### src/rtl/vending_pkg.sv
// -----------------------------------------------------------------------------
// vending_pkg
// Shared definitions for the drink dispenser slice: dispenser FSM state
// encoding, default timing/stock constants and width helper functions.
// No ports (package).
// -----------------------------------------------------------------------------
package vending_pkg;

   typedef enum logic [1:0] {
      ST_IDLE     = 2'd0,
      ST_DISPENSE = 2'd1,
      ST_COOLDOWN = 2'd2
   } state_e;

   localparam int DEF_CHANNELS        = 4;
   localparam int DEF_PULSE_CYCLES    = 5;
   localparam int DEF_COOLDOWN_CYCLES = 3;
   localparam int DEF_STOCK_MAX       = 3;

   // Channel index width; a single-channel build still gets a 1-bit select.
   function automatic int ch_width(input int n);
      return (n > 1) ? $clog2(n) : 1;
   endfunction

   // Width needed to hold the values 0..maxval.
   function automatic int cnt_width(input int maxval);
      return (maxval > 0) ? $clog2(maxval + 1) : 1;
   endfunction

endpackage

### src/rtl/drink_dispenser_stock_counter.sv
// -----------------------------------------------------------------------------
// stock_counter
// Per-channel stock register: saturating down-counter reloaded to STOCK_MAX
// by a refill strobe, with an empty flag decoded from the register.
// Ports:
//   clk     - system clock, rising edge
//   rst     - asynchronous active-high reset (stock returns to STOCK_MAX)
//   load_i  - refill this channel
//   dec_i   - consume one unit from this channel
//   empty_o - high while the stock register is zero
// -----------------------------------------------------------------------------
module stock_counter
   import vending_pkg::*;
#(
   parameter int STOCK_MAX = DEF_STOCK_MAX
) (
   input  logic clk,
   input  logic rst,
   input  logic load_i,
   input  logic dec_i,
   output logic empty_o
);

   localparam int SW = cnt_width(STOCK_MAX);

   logic [SW-1:0] stock_q;
   logic [SW-1:0] stock_d;

   // A refill coinciding with a consumption leaves one unit fewer than full.
   always_comb begin
      stock_d = stock_q;
      if (load_i && dec_i) begin
         stock_d = SW'(STOCK_MAX - 1);
      end else if (load_i) begin
         stock_d = SW'(STOCK_MAX);
      end else if (dec_i && (stock_q != '0)) begin
         stock_d = stock_q - SW'(1);
      end
   end

   always_ff @(posedge clk or posedge rst) begin
      if (rst) begin
         stock_q <= SW'(STOCK_MAX);
      end else begin
         stock_q <= stock_d;
      end
   end

   assign empty_o = (stock_q == '0);

endmodule

### src/rtl/drink_dispenser.sv
// -----------------------------------------------------------------------------
// drink_dispenser
// Multi-channel dispense controller. Accepts a request for one drink line,
// drives that line's control output for PULSE_CYCLES cycles, pulses done,
// then holds off new requests for COOLDOWN_CYCLES cycles. Tracks stock per
// channel and rejects requests for empty or non-existent channels.
// Ports:
//   clk, rst      - clock (rising edge), asynchronous active-high reset
//   req, req_ch   - dispense request and channel, sampled while ready=1
//   refill        - refill strobe for channel refill_ch (any state)
//   ready         - high in IDLE
//   busy          - high in DISPENSE or COOLDOWN
//   drink_contral - one-hot registered control lines
//   done          - one-cycle pulse on the first cycle after the pulse ends
//   err           - one-cycle pulse after a rejected request
//   empty         - per-channel stock-empty flags
// -----------------------------------------------------------------------------
module drink_dispenser
   import vending_pkg::*;
#(
   parameter int CHANNELS        = DEF_CHANNELS,
   parameter int PULSE_CYCLES    = DEF_PULSE_CYCLES,
   parameter int COOLDOWN_CYCLES = DEF_COOLDOWN_CYCLES,
   parameter int STOCK_MAX       = DEF_STOCK_MAX,
   localparam int CH_W           = ch_width(CHANNELS)
) (
   input  logic                clk,
   input  logic                rst,
   input  logic                req,
   input  logic [CH_W-1:0]     req_ch,
   input  logic                refill,
   input  logic [CH_W-1:0]     refill_ch,
   output logic                ready,
   output logic                busy,
   output logic [CHANNELS-1:0] drink_contral,
   output logic                done,
   output logic                err,
   output logic [CHANNELS-1:0] empty
);

   localparam int TMR_MAX = (PULSE_CYCLES > COOLDOWN_CYCLES) ? PULSE_CYCLES : COOLDOWN_CYCLES;
   localparam int TMR_W   = cnt_width(TMR_MAX);
   localparam int CD_LOAD = (COOLDOWN_CYCLES > 0) ? COOLDOWN_CYCLES - 1 : 0;

   state_e              state_q;
   logic [TMR_W-1:0]    tmr_q;
   logic [CHANNELS-1:0] ctrl_q;
   logic                done_q;
   logic                err_q;
   logic                ready_q;
   logic                busy_q;

   logic [CHANNELS-1:0] req_sel;
   logic [CHANNELS-1:0] refill_sel;
   logic [CHANNELS-1:0] empty_w;
   logic                req_stocked;
   logic                accept;
   logic                reject;

   // One-hot channel decode; an out-of-range channel decodes to all zeros,
   // which makes it look like an empty line and gets it rejected.
   always_comb begin
      req_sel    = '0;
      refill_sel = '0;
      for (int i = 0; i < CHANNELS; i++) begin
         req_sel[i]    = (req_ch == CH_W'(i));
         refill_sel[i] = (refill_ch == CH_W'(i));
      end
   end

   assign req_stocked = |(req_sel & ~empty_w);
   assign accept      = req && (state_q == ST_IDLE) && req_stocked;
   assign reject      = req && (state_q == ST_IDLE) && !req_stocked;

   for (genvar g = 0; g < CHANNELS; g++) begin : g_ch
      stock_counter #(
         .STOCK_MAX (STOCK_MAX)
      ) u_stock (
         .clk     (clk),
         .rst     (rst),
         .load_i  (refill && refill_sel[g]),
         .dec_i   (accept && req_sel[g]),
         .empty_o (empty_w[g])
      );
   end

   // tmr_q holds the remaining cycles of the current phase minus one, so the
   // phase ends on the edge where it reads zero.
   always_ff @(posedge clk or posedge rst) begin
      if (rst) begin
         state_q <= ST_IDLE;
         tmr_q   <= '0;
         ctrl_q  <= '0;
         done_q  <= 1'b0;
         err_q   <= 1'b0;
         ready_q <= 1'b1;
         busy_q  <= 1'b0;
      end else begin
         done_q <= 1'b0;
         err_q  <= 1'b0;
         case (state_q)
            ST_IDLE: begin
               if (accept) begin
                  state_q <= ST_DISPENSE;
                  ctrl_q  <= req_sel;
                  tmr_q   <= TMR_W'(PULSE_CYCLES - 1);
                  ready_q <= 1'b0;
                  busy_q  <= 1'b1;
               end else if (reject) begin
                  err_q <= 1'b1;
               end
            end
            ST_DISPENSE: begin
               if (tmr_q == '0) begin
                  ctrl_q <= '0;
                  done_q <= 1'b1;
                  if (COOLDOWN_CYCLES == 0) begin
                     state_q <= ST_IDLE;
                     ready_q <= 1'b1;
                     busy_q  <= 1'b0;
                  end else begin
                     state_q <= ST_COOLDOWN;
                     tmr_q   <= TMR_W'(CD_LOAD);
                  end
               end else begin
                  tmr_q <= tmr_q - TMR_W'(1);
               end
            end
            ST_COOLDOWN: begin
               if (tmr_q == '0) begin
                  state_q <= ST_IDLE;
                  ready_q <= 1'b1;
                  busy_q  <= 1'b0;
               end else begin
                  tmr_q <= tmr_q - TMR_W'(1);
               end
            end
            default: begin
               state_q <= ST_IDLE;
               ctrl_q  <= '0;
               ready_q <= 1'b1;
               busy_q  <= 1'b0;
            end
         endcase
      end
   end

   assign ready         = ready_q;
   assign busy          = busy_q;
   assign drink_contral = ctrl_q;
   assign done          = done_q;
   assign err           = err_q;
   assign empty         = empty_w;

endmodule
### config.mk
export PLATFORM = sky130hd
export DESIGN_NAME = drink_dispenser
export DESIGN_NICKNAME = d
export VERILOG_FILES = /design/src/rtl/vending_pkg.sv /design/src/rtl/drink_dispenser_stock_counter.sv /design/src/rtl/drink_dispenser.sv
export SDC_FILE = /design/constraint.sdc
export NUM_CORES = 1
export LEC_CHECK = 0
export ABC_CLOCK_PERIOD_IN_PS = 2200
export CAP_MARGIN = 20
export CORE_MARGIN = 1.5
export CORE_UTILIZATION = 52
export CTS_CLUSTER_DIAMETER = 50
export CTS_CLUSTER_SIZE = 16
export DETAILED_ROUTE_END_ITERATION = 12
export PLACE_DENSITY = 0.78
export SYNTH_ARGS = -nofsm -noshare
export SYNTH_HDL_FRONTEND = slang
export SYNTH_SLANG_ARGS = --single-unit
### constraint.sdc
create_clock -name clk -period 2.2 [get_ports clk]
set_input_delay 0.44 -clock clk [delete_from_list [all_inputs] [get_ports clk]]
set_output_delay 0.44 -clock clk [all_outputs]
set_load 0.02 [all_outputs]
After elaboration in Yosys (flattened, before gate mapping)

Cells that the tools add are included.

Multiplexer cells: 34
Multipliers: 0
Shift operators: 0
Bitwise operators: 4
Equality and inequality tests: 12
$add $sub $neg: 5
Reductions and logical operators: 42
Magnitude comparators: 0
Div/mod/pow operators: 0

Operator list:

| cell                  | count |
|---|---|
| $mux W2               | 15 |
| $logic_and A1 B1 Y1   | 19 |
| $reduce_bool A3 Y1    | 5 |
| $logic_not A2 Y1      | 7 |
| $pmux W4 S3           | 1 |
| $reduce_and A3 Y1     | 4 |
| $eq A2 B2 Y1 const B  | 5 |
| $mux W1               | 9 |
| $mux W3               | 3 |
| $pmux W3 S3           | 1 |
| $mux W4               | 2 |
| $ne A2 B2 Y1 const B  | 4 |
| $reduce_bool A2 Y1    | 4 |
| $sub A2 B1 Y2 const B | 4 |
| $eq A2 B1 Y1 const B  | 3 |
| $pmux W1 S3           | 2 |
| $pmux W2 S3           | 1 |
| $and A4 B4 Y4         | 1 |
| $not A4 Y4            | 1 |
| $reduce_or A4 Y1      | 1 |
| $logic_not A3 Y1      | 1 |
| $sub A3 B1 Y3 const B | 1 |
| $not A1 Y1            | 2 |
| $logic_not A1 Y1      | 1 |

Bits in read-only memories: 0
Latch bits: 0
RAM bits: 0
Logic and storage cells: 108
Output and inout port bits: 12
Input bits: 8
Register bits: 21
Memories: 0

Logic depth before layout (Yosys ltp)

Word-level depth: 10
Mapped depth: 7
Gate-level depth less buffers: 6

Hierarchy

Synthesis repeated with hierarchy kept, for this count alone.

Cells, all modules: 124
Area, all modules: 1234.9 um^2

Modules (own cells, without submodules):

| module          | seq. area each (um^2) | times used | cells each | area an instance (um^2) |
|---|---|---|---|---|
| drink_dispenser | 326.6                 | 1          | 76         | 759.5 |
| stock_counter   | 52.6                  | 4          | 12         | 118.9 |

Worst setup path before layout

OpenSTA, ideal clock, no wires.

Path kind: register -> register
From: reg g_ch[3].u_stock.stock_q[0]
To: reg tmr_q[2]
Cell stages (with the launch flop): 7
Path buffers: 0
Setup slack: 250 ps
Data arrival time: 1830 ps
Data required time: 2080 ps
Cells stage by stage: dfstp_2 > inv_1 > ha_1 > mux4_2 > o21ai_2 > a31oi_1 > a31o_2

Word-level cells in the longest chain between the ends: 7

Ends and longest elaborated chain:

| what                               | line                                | source |
|---|---|---|
| start: declaration                 | drink_dispenser_stock_counter.sv:26 | `logic [SW-1:0] stock_q;` |
| start signal: assignment           | drink_dispenser_stock_counter.sv:43 | `stock_q <= SW'(STOCK_MAX);` |
| start signal: assignment           | drink_dispenser_stock_counter.sv:45 | `stock_q <= stock_d;` |
| $logic_not A2 Y1                   | drink_dispenser_stock_counter.sv:49 | `assign empty_o = (stock_q == '0);` |
| via g_ch[3].u_stock.empty_o        | drink_dispenser_stock_counter.sv:21 | `output logic empty_o` |
| $not A4 Y4                         | drink_dispenser.sv:71               | `assign req_stocked = \|(req_sel & ~empty_w);` |
| $and A4 B4 Y4                      | drink_dispenser.sv:71               |  |
| $reduce_or A4 Y1                   | drink_dispenser.sv:71               |  |
| $logic_and A1 B1 Y1                | drink_dispenser.sv:72               | `assign accept = req && (state_q == ST_IDLE) && req_stocked;` |
| $ne A2 B2 Y1 (no source line)      | n/a                                 |  |
| $reduce_and A3 Y1 (no source line) | n/a                                 |  |
| end signal: assignment             | drink_dispenser.sv:106              | `tmr_q <= TMR_W'(PULSE_CYCLES - 1);` |
| end signal: assignment             | drink_dispenser.sv:123              | `tmr_q <= TMR_W'(CD_LOAD);` |
| end signal: assignment             | drink_dispenser.sv:126              | `tmr_q <= tmr_q - TMR_W'(1);` |
| end: declaration                   | drink_dispenser.sv:46               | `logic [TMR_W-1:0] tmr_q;` |

The timed path passes the listed nets, and every way through them passes these cells.
A chain may end at the register's enable or synchronous reset.

Worst setup path in the final report

From: reg g_ch[0].u_stock.stock_q[0]
To: out empty[0]

Word-level cells in the longest chain between the ends: 1

Ends and longest elaborated chain:

| what                     | line                                | source |
|---|---|---|
| start: declaration       | drink_dispenser_stock_counter.sv:26 |  |
| start signal: assignment | drink_dispenser_stock_counter.sv:43 |  |
| start signal: assignment | drink_dispenser_stock_counter.sv:45 |  |
| $logic_not A2 Y1         | drink_dispenser_stock_counter.sv:49 |  |
| end: declaration         | drink_dispenser.sv:38               | `output logic [CHANNELS-1:0] empty` |

No other way between the ends.

==> impl_summary.md <==
Detailed routing
The total DRC errors in the routed layout is 0. The number of detailed-routing iterations run before antenna repair is 4. The routed layout has 985 vias. The number of routed nets with antenna violations is 0. For this block, the routed nets add up to 2410 um of wire. The number of design-rule violations left by the first detailed-router iteration is 16. The via count normalized by instance count is 5.35. After detailed routing, the average wire length per cell comes to 13.1 um.

Critical path
The kind of capture point of the worst setup path is an output pin. The endpoint of the worst-slack reg-to-reg timing path is state_q[1]$_DFFE_PP0P_. In this run the worst setup path begins at g_ch[0].u_stock.stock_q[0]$_DFFE_PP1P_. The critical path contains buffers and inverters numbering 2 combined. The startpoint identified for the worst register-to-register timing path is g_ch[3].u_stock.stock_q[0]$_DFFE_PP1P_.

The critical path start-end classification is register to output pin. The family with the most delay on the worst path is buffers and inverters. For the worst setup path, the data arrival time is 1670 ps. The startpoint kind of the worst setup timing path is a register. Setup slack on the worst reg-to-reg path comes out at 130 ps.

The worst endpoint required time is 1760 ps. The slowest cell on the critical path is clkdlybuf4s50_1. Walking the worst path, the cells encountered are inv_1 -> ha_1 -> clkdlybuf4s50_1. The maximum fanout along the worst path is 3.

The critical path ends at empty[0]. Counting cells, the worst reg-to-reg path comes to 7. The maximum cell stage delay along the critical path is 550 ps. The critical path runs through a total of 3 cells.

Floorplan
20 I/O pins were placed. The y dimension of the die is 52.4 um. For this configuration, the core starts out at a cell density of 0.564. The die outline width is 52.4 um. The core area is 0.00225 mm^2. The initialized floorplan defines 17 standard-cell rows.

The die covers 0.00275 mm^2.

Place
The count of buffers from port buffering is 19. The worst slack after detailed placement is -41.6 ps. The sum of net half-perimeters after detailed placement is 1890 um. At the end of routability-driven placement, the weighted congestion stood at 0.760. Including well taps, the total number of placed cells is 180.

Logic synthesis
Counting flops with a built-in enable in the synthesized netlist gives 0. After synthesis, the share of flip-flops with an asynchronous set or reset is 1.00. After synthesis the cells add up to 0.00127 mm^2.

The sequential cell area fraction in the yosys report is 0.422. Counting distinct cell types in the post-synthesis netlist gives 35. The per-instance average area after synthesis is 9.63 um^2. The number of instances in the synthesized netlist is 132.

Among all flip-flop cells after synthesis, the most frequent one is dfrtp_1. When the netlist entered floorplanning its net count stood at 151. The number of warnings issued by yosys is 0. The synthesized design contains 21 register bits.

Clock tree
Clock latency on the worst-skew pair, taken at its later pin, is 300 ps. Clock-pin slew was measured on the worst setup and hold paths at 120 ps. The count of hold buffers inserted by post-cts repair is 0. TritonCTS built the clock tree. In this run the number of H-tree levels came out at 1. The number of instances resized during post-cts repair is 0.

The clock tree root buffer cell is clkbuf_4. The post-CTS setup buffer count is 0. The total clock buffers created by CTS is 3. The TritonCTS sink count is 21. The worst-case clock buffer depth is 2.

Finish
The total inserted antenna cells is 0. The relative area change from synthesis to final layout is 20.6%. The final layout contains 176 nets. In the final layout, the share of cells above drive strength 1 is 0.167. The count of placed standard cells in the final layout, fillers left out is 184. The final standard cell utilization of the core is 0.680.

GRT
The met3 track demand over resource in global routing is 0.0371. For met1 alone, demand over resource in global routing was 0.299. The all-layer global routing usage is 0.212.

The first global-routing pass estimated 4370 um of wire. The via count of the first global-routing pass came to 980. The number of antenna violations at the first check in global routing came to 0. The global routing usage on met2 is 0.338.

After global routing, the most crowded layer is met2. After global routing the overflow that remains totals 0. The pin count of the biggest net entering global routing is 13.

STA
The count of final setup violators is 0. The worst setup slack after layout is 93.3 ps. The worst path needs 2110 ps of the cycle, external delays included.

The transition time of the tightest slew-check pin is 352 ps. Setup repair after global routing left no endpoint under its margin. The tightest hold path in the finished design has a slack of 389 ps. The post-route clock period utilization is 0.958. The max-slew violation count came to 0. The achievable clock frequency is 475 MHz.

The setup skew after layout is 4.22 ps. The headroom to the max-slew limit is 0.765. The final count of hold timing violations is 0.

Power and ir drop
The worst-case IR drop observed on VDD is 0.000753 V. The post-layout total power is 1.94 mW. Dividing total power by cell area gives a power density of 1270 mW/mm^2. Of the total power, combinational logic draws 0.551.

Summed over all cells, the static leakage comes to 0.739 nW. The internal power of the cells totals 1.16 mW. Of the total power, the clock network draws 0.096.

The net switching component of the power is 784 uW. The net switching fraction of the power is 0.404. Of the total power, registers draw 0.353.

Outcome
The run finished with clean final reports.

Job
The tool flagged a number of max-cap violations equal to 0.

Min path
The kind of path behind the tightest hold check is primary input to asynchronous set/reset pin.
==> cell usage after synthesis, types with 3 or more instances <==
| cell type | n | area [um^2] |
|---|---|---|
| o211ai_1 | 3 | 22.5 |
| nor2b_1 | 3 | 18.8 |
| nand3_1 | 6 | 30.0 |
| o21ai_0 | 4 | 20.0 |
| dfrtp_1 | 12 | 300 |
| nand2_1 | 13 | 48.8 |
| buf_4 | 5 | 37.5 |
| nor2_1 | 8 | 30.0 |
| dfstp_2 | 9 | 236 |
| xor2_1 | 3 | 26.3 |
| a21oi_1 | 7 | 35.0 |
| inv_1 | 18 | 67.6 |
| ha_1 | 11 | 138 |
| a31oi_1 | 4 | 25.0 |
==> sequential cells by signal, summed over array words and instances (netlist names) <==
register,count
busy,1
done,1
drink_contral,4
err,1
g_ch.u_stock.stock_q,8
ready,1
state_q,2
tmr_q,3
==> worst min path at each step <==
stage	to	slack, ps	startpoint	cells after the start
floorplan	busy$_DFFE_PP0P_	410	rst	1
global placement	g_ch[3].u_stock.stock_q[1]$_DFFE_PP1P_	480	g_ch[3].u_stock.stock_q[1]$_DFFE_PP1P_	2
detailed placement	g_ch[3].u_stock.stock_q[1]$_DFFE_PP1P_	490	g_ch[3].u_stock.stock_q[1]$_DFFE_PP1P_	2
CTS	drink_contral[0]$_DFFE_PP0P_	390	rst	2
global route	drink_contral[0]$_DFFE_PP0P_	440	rst	2
finish	drink_contral[0]$_DFFE_PP0P_	390	rst	2
==> routing by layer <==
layer,wire length (um),share of wire,vias up
met5,0,0,-
met4,14,0.0058,0
met3,95,0.039,2
met2,1140,0.47,23
met1,1160,0.48,461
li1,-,-,499
==> through the flow <==
stage	instance area (um^2)	TNS, ps
finish	1530	0
floorplan	1270	0
global placement	1510	-53.3
CTS	1530	0
detailed placement	1510	-172
global route	1530	0
==> power by group through the flow <==
stage	Sequential, mW	Combinational [mW]	Clock (mW)
6_report	0.687	1.07	0.187
5_1_grt	0.709	1.20	0.210
4_1_cts	0.688	1.08	0.194
3_5_place_dp	0.695	1.07	0
3_3_place_gp	0.687	1.04	0
2_1_floorplan	0.745	0.700	0
==> layout by cell type (no fill, tap or decap), types with 3 or more instances in the layout <==
master,instances
nand3_1,6
a21oi_1,7
buf_4,7
xor2_1,3
a31oi_1,4
o21ai_0,4
nand2_1,13
clkbuf_4,3
dfrtp_1,12
inv_1,18
ha_1,11
dfstp_2,9
nor2b_1,3
clkdlybuf4s50_1,19
nor2_1,8
o211ai_1,3
==> cell type report <==
class	count	area, um^2
Clock buffer	4	26.3
Fill cell	198	722
Inverter	18	67.6
Multi-Input combinational cell	87	624
Sequential cell	21	537
Tap cell	28	35.0
Timing Repair Buffer	26	243
==> cell families after synthesis <==
family	Yosys count	synth area share
AND/OR/NAND/NOR	39	0.155
AO/OA/AOI/OAI	29	0.158
buffers and inverters	24	0.0866
flip-flops	21	0.422
adder cells (fa/ha/maj)	11	0.108
XOR/XNOR	4	0.0276
multiplexers	4	0.0423
(Power assumes the default switching activity.)
